<file path="config.mk">
export PLATFORM = sky130hd
export DESIGN_NAME = alu
export DESIGN_NICKNAME = d
export VERILOG_FILES = /design/src/rtl/alu.sv
export SDC_FILE = /design/constraint.sdc
export NUM_CORES = 1
export LEC_CHECK = 0
export CORE_ASPECT_RATIO = 1.2
export CORE_MARGIN = 8
export CORE_UTILIZATION = 30
export CTS_CLUSTER_SIZE = 14
export DETAILED_ROUTE_END_ITERATION = 10
export HOLD_SLACK_MARGIN = 0.08
export PLACE_DENSITY = 0.48
export SLEW_MARGIN = 30
export SYNTH_ARGS = -nofsm -noshare
export SYNTH_HDL_FRONTEND = slang
export SYNTH_SLANG_ARGS = --single-unit
export TNS_END_PERCENT = 5
</file>
<file path="constraint.sdc">
create_clock -name clk -period 1.7 [get_ports clk]
set_input_delay 0.255 -clock clk [delete_from_list [all_inputs] [get_ports clk]]
set_output_delay 0.255 -clock clk [all_outputs]
set_load 0.05 [all_outputs]
</file>
<file path="src/rtl/alu.sv">
// Registered integer ALU for the execute stage.
// Computes AND/OR/ADD/XOR/SUB/SLL/SRL on two WIDTH-bit operands and captures
// the result one clock after in_valid. Unassigned operation codes yield 0.
// Zero is decoded combinationally from the Result register so it always
// tracks the stored value, including during reset and while holding.
module alu #(
  parameter int WIDTH   = 64,
  parameter int SHAMT_W = 6
) (
  input  logic             clk,
  input  logic             rst_n,
  input  logic             in_valid,
  input  logic [WIDTH-1:0] A,
  input  logic [WIDTH-1:0] B,
  input  logic [3:0]       ALUControl,
  output logic             out_valid,
  output logic [WIDTH-1:0] Result,
  output logic             Zero
);

  localparam logic [3:0] OP_AND = 4'b0000;
  localparam logic [3:0] OP_OR  = 4'b0001;
  localparam logic [3:0] OP_ADD = 4'b0010;
  localparam logic [3:0] OP_XOR = 4'b0100;
  localparam logic [3:0] OP_SUB = 4'b0110;
  localparam logic [3:0] OP_SLL = 4'b1000;
  localparam logic [3:0] OP_SRL = 4'b1001;

  logic [WIDTH-1:0]   r_result;
  logic               r_outValid;
  logic [WIDTH-1:0]   w_nextResult;
  logic [SHAMT_W-1:0] w_shamt;

  // Only the low SHAMT_W bits of B select the shift distance.
  assign w_shamt = B[SHAMT_W-1:0];

  // Operation decode; any code not listed produces an all-zero result.
  always_comb begin
    w_nextResult = '0;
    unique case (ALUControl)
      OP_AND:  w_nextResult = A & B;
      OP_OR:   w_nextResult = A | B;
      OP_ADD:  w_nextResult = A + B;
      OP_XOR:  w_nextResult = A ^ B;
      OP_SUB:  w_nextResult = A - B;
      OP_SLL:  w_nextResult = A << w_shamt;
      OP_SRL:  w_nextResult = A >> w_shamt;
      default: w_nextResult = '0;
    endcase
  end

  // Capture the result on valid operands; otherwise hold it and drop out_valid.
  always_ff @(posedge clk or negedge rst_n) begin
    if (!rst_n) begin
      r_result   <= '0;
      r_outValid <= 1'b0;
    end else begin
      r_outValid <= in_valid;
      if (in_valid) begin
        r_result <= w_nextResult;
      end
    end
  end

  assign Result    = r_result;
  assign out_valid = r_outValid;
  assign Zero      = (r_result == '0);

endmodule

</file>
==> impl_metrics.yaml <==
sta:
  drv_slew: 0
  finalHoldViolCount: 0
  timing.fmax_mhz: 238.8
  slew_headroom: 0.4174
  period_share: 2.463
  clock_skew_ns: 0
  tightest_slew_ns: 0.8739
  setup_slack_ns: -2.487
  setup_violations: 65
  period_needed_ns: 4.187
  rsz0062_at_grt: "true"
floorplan:
  std_cell_rows: 103
  die_area_um2: 74060
  io_pins: 201
  coreArea_um2: 65340
  initial_core_util: 0.3011
  die_w_um: 249.8
  die_h_um: 296.5
route:
  dr_total_vias: 26540
  ant_nets: 0
  dr.pass1.iters: 6
  viasPerCell: 5.863
  wl_per_cell_um: 29.02
  drc: 0
  routed_wl_um: 131400
  drtIter0Drc: 2643
synth:
  syn-num-nets: 2914
  synth_flop_cell: "dfrtp_1"
  syn_area_um2: 19670
  ys_warn_count: 0
  ys_ff_latch: 65
  ys_types: 85
  postSynth.asyncResetShare: 1.000
  syn_inst: 2585
  ys_seq_area_frac: 0.08268
  syn_area_per_cell_um2: 7.610
  synth-edff-count: 0
worst_hold_path:
  hp-class: "primary input to async pin"
clock_network:
  cts_buffer_depth: 2
  clockRootBuffer: "clkbuf_16"
  cts_tree: "yes"
  clkSinkCount: 65
  clk_pin_slew_ns: 0.07
  numCtsBuffers: 9
  clk_latency_ns: 0.35
  cts_max_level: 3
power:
  sw_frac_of_total: 0.4718
  power.leakage_uw: 0.01488
  combPwrFrac: 0.757
  vdd_drop_max_mv: 0.4839
  intPower_uw: 8548
  p_clk_frac: 0.135
  pwr-share-seq: 0.108
  p_switching_uw: 7634
  power_density_nw_per_um2: 507.1
finish:
  nets: 4009
  drive_gt1_frac: 0.4242
  multi_input_area_um2: 17710
  final_cell_area_um2: 31910
  final_cell_mix: "buf_4 (1,106), nor2_1 (282), nand2_1 (212), ha_1 (191), a21oi_1 (174)"
  instances_no_fill: 4527
  regArea_um2: 1627
  area_delta_synth_final_pct: 62.19
  layout_commonest_cell: "buf_4"
  nFillCells: 6502
grt:
  antenna_found_initial: 2
  grt_max_degree: 168
  first_global_vias: 26470
  grt_first_pass_wirelength_um: 186900
  overflow: 0
  grt_usage: 0.3410
setup_path:
  crit_required_ns: 1.94
  cp-start-kind: "primary input"
  critPathKind: "primary input to register"
  cp_slowest_cell: "or4_4"
  max_stage_delay_ns: 0.51
  end_kind: "register"
  crit_fanout: 4
  cp_data_arrival_time_ns: 4.42
  critPathMostFrequentCell: "buf_4"
  crit_chain: "dlygate4sd2_1, nor3_2, and3_4, nand3_2, nand3b_1, or4_4, buf_6, o21ai_2, xnor2_1, ha_1, buf_4, buf_4, inv_1, o21bai_1, a221oi_2, o211ai_1, a21o_1, o21ai_2, buf_4, nor4_1, or3_1"
placement:
  dpl-instance-area_um2: 30300
  port_buffers: 200
  place_congestion: 1.051
  placed_cells: 4498
  hpwlAfterDp_um: 109600
  post-place-ws_ns: -3.576
outcome:
  status: "complete, but fails checks"
  violations: "setup timing"
flow_run:
  drv_cap: 0
[sequential cells by signal (all words and copies together) (netlist names)]
| signal | cells |
|---|---|
| Result | 64 |
| out_valid | 1 |
[cells by family after synthesis]
family                   share of synthesized area
AO/OA/AOI/OAI                               0.2806
XOR/XNOR                                   0.04846
adder cells (fa/ha/maj)                     0.1238
buffers and inverters                      0.07829
flip-flops                                 0.08268
multiplexers                                0.2205
AND/OR/NAND/NOR                             0.1657
[worst max-delay path: cells and delay by family]
kind	cells	cell delay (ns)
xor gates and xnor gates	1	0.09
buffers and inverters	6	0.93
adders and majority gates	1	0.36
AOI/OAI and AO/OA	6	1.05
and+or+nand+nor	7	1.74
[repair_timing]
item	in CTS	in global routing
gates resized for setup	233	91
hold endpoints to repair	65	0
pin swaps	55	32
hold buffers	1	0
endpoints found under the setup margin	65	65
buffers inserted	6	3
[cells in the mapped netlist (38+ instances only)]
cell	n	area, um2
xnor2_1	81	709.4
a211oi_1	40	300.3
nor2_1	296	1111
mux2_2	58	653.1
mux2i_1	117	1171
nand2_1	219	822.0
a21oi_1	208	1041
a221oi_1	61	534.3
o21ai_0	181	905.9
clkbuf_1	124	465.5
a21o_1	38	285.3
ha_1	193	2415
dfrtp_1	65	1627
mux4_2	108	2432
inv_1	164	615.6
buf_2	43	215.2
[per-layer routing]
metal | routed length (um) | global-route usage | vias up
met3 | 8836 | 0.03617 | 215
met1 | 56840 | 0.4590 | 13210
met4 | 5989 | 0.1339 | 4
met5 | 20 | 0 | -
met2 | 59670 | 0.5585 | 1184
li1 | - | - | 11930
[final timing paths]
kind | start | endpoint | slack (ns) | cells past startpoint
worst max-delay path | B[6] | Result[63]$_DFFE_PN0P_ | -2.49 | 21
worst min-delay path | rst_n | Result[56]$_DFFE_PN0P_ | 0.42 | 3
worst max register to register | Result[18]$_DFFE_PN0P_ | Result[18]$_DFFE_PN0P_ | -0.27 | 8
worst min register to register | Result[26]$_DFFE_PN0P_ | Result[26]$_DFFE_PN0P_ | 0.59 | 1
max in group asynchronous | rst_n | Result[18]$_DFFE_PN0P_ | 0.87 | 3
min in group clk | Result[26]$_DFFE_PN0P_ | Result[26]$_DFFE_PN0P_ | 0.59 | 1
[through the flow]
step | util | hold slack, ns | power [uW] | TNS (ns)
3_5_place_dp | 0.4638 | 0.3073 | 13160 | -178.82
4_1_cts | 0.4825 | 0.4628 | 15840 | -125.55
5_1_grt | 0.4883 | 0.4902 | 16860 | -133.21
6_report | 0.4883 | 0.4243 | 16180 | -124.46
2_1_floorplan | - | -0.04059 | 6655 | -137.48
3_3_place_gp | 0.4638 | 0.3020 | 13160 | -177.88
[power groups by stage]
stage / sequential [uW] / combinational (uW) / clock [uW]
CTS: 1750 / 11900 / 2230
detailed placement: 1770 / 11400 / 0
floorplan: 2170 / 4490 / 0
global route: 1760 / 12800 / 2270
finish: 1750 / 12200 / 2180
global placement: 1770 / 11400 / 0
[cell type report]
cell class / instances / area share
antenna: 2 / 0.0001569
tap: 840 / 0.03294
clock inverter: 6 / 0.002980
sequential: 65 / 0.05098
multi-input combinational: 2149 / 0.5552
clock buffer: 10 / 0.007490
inverter: 165 / 0.01980
timing repair buffer: 1290 / 0.3305
No activity file was read; power rests on OpenSTA's default activity.
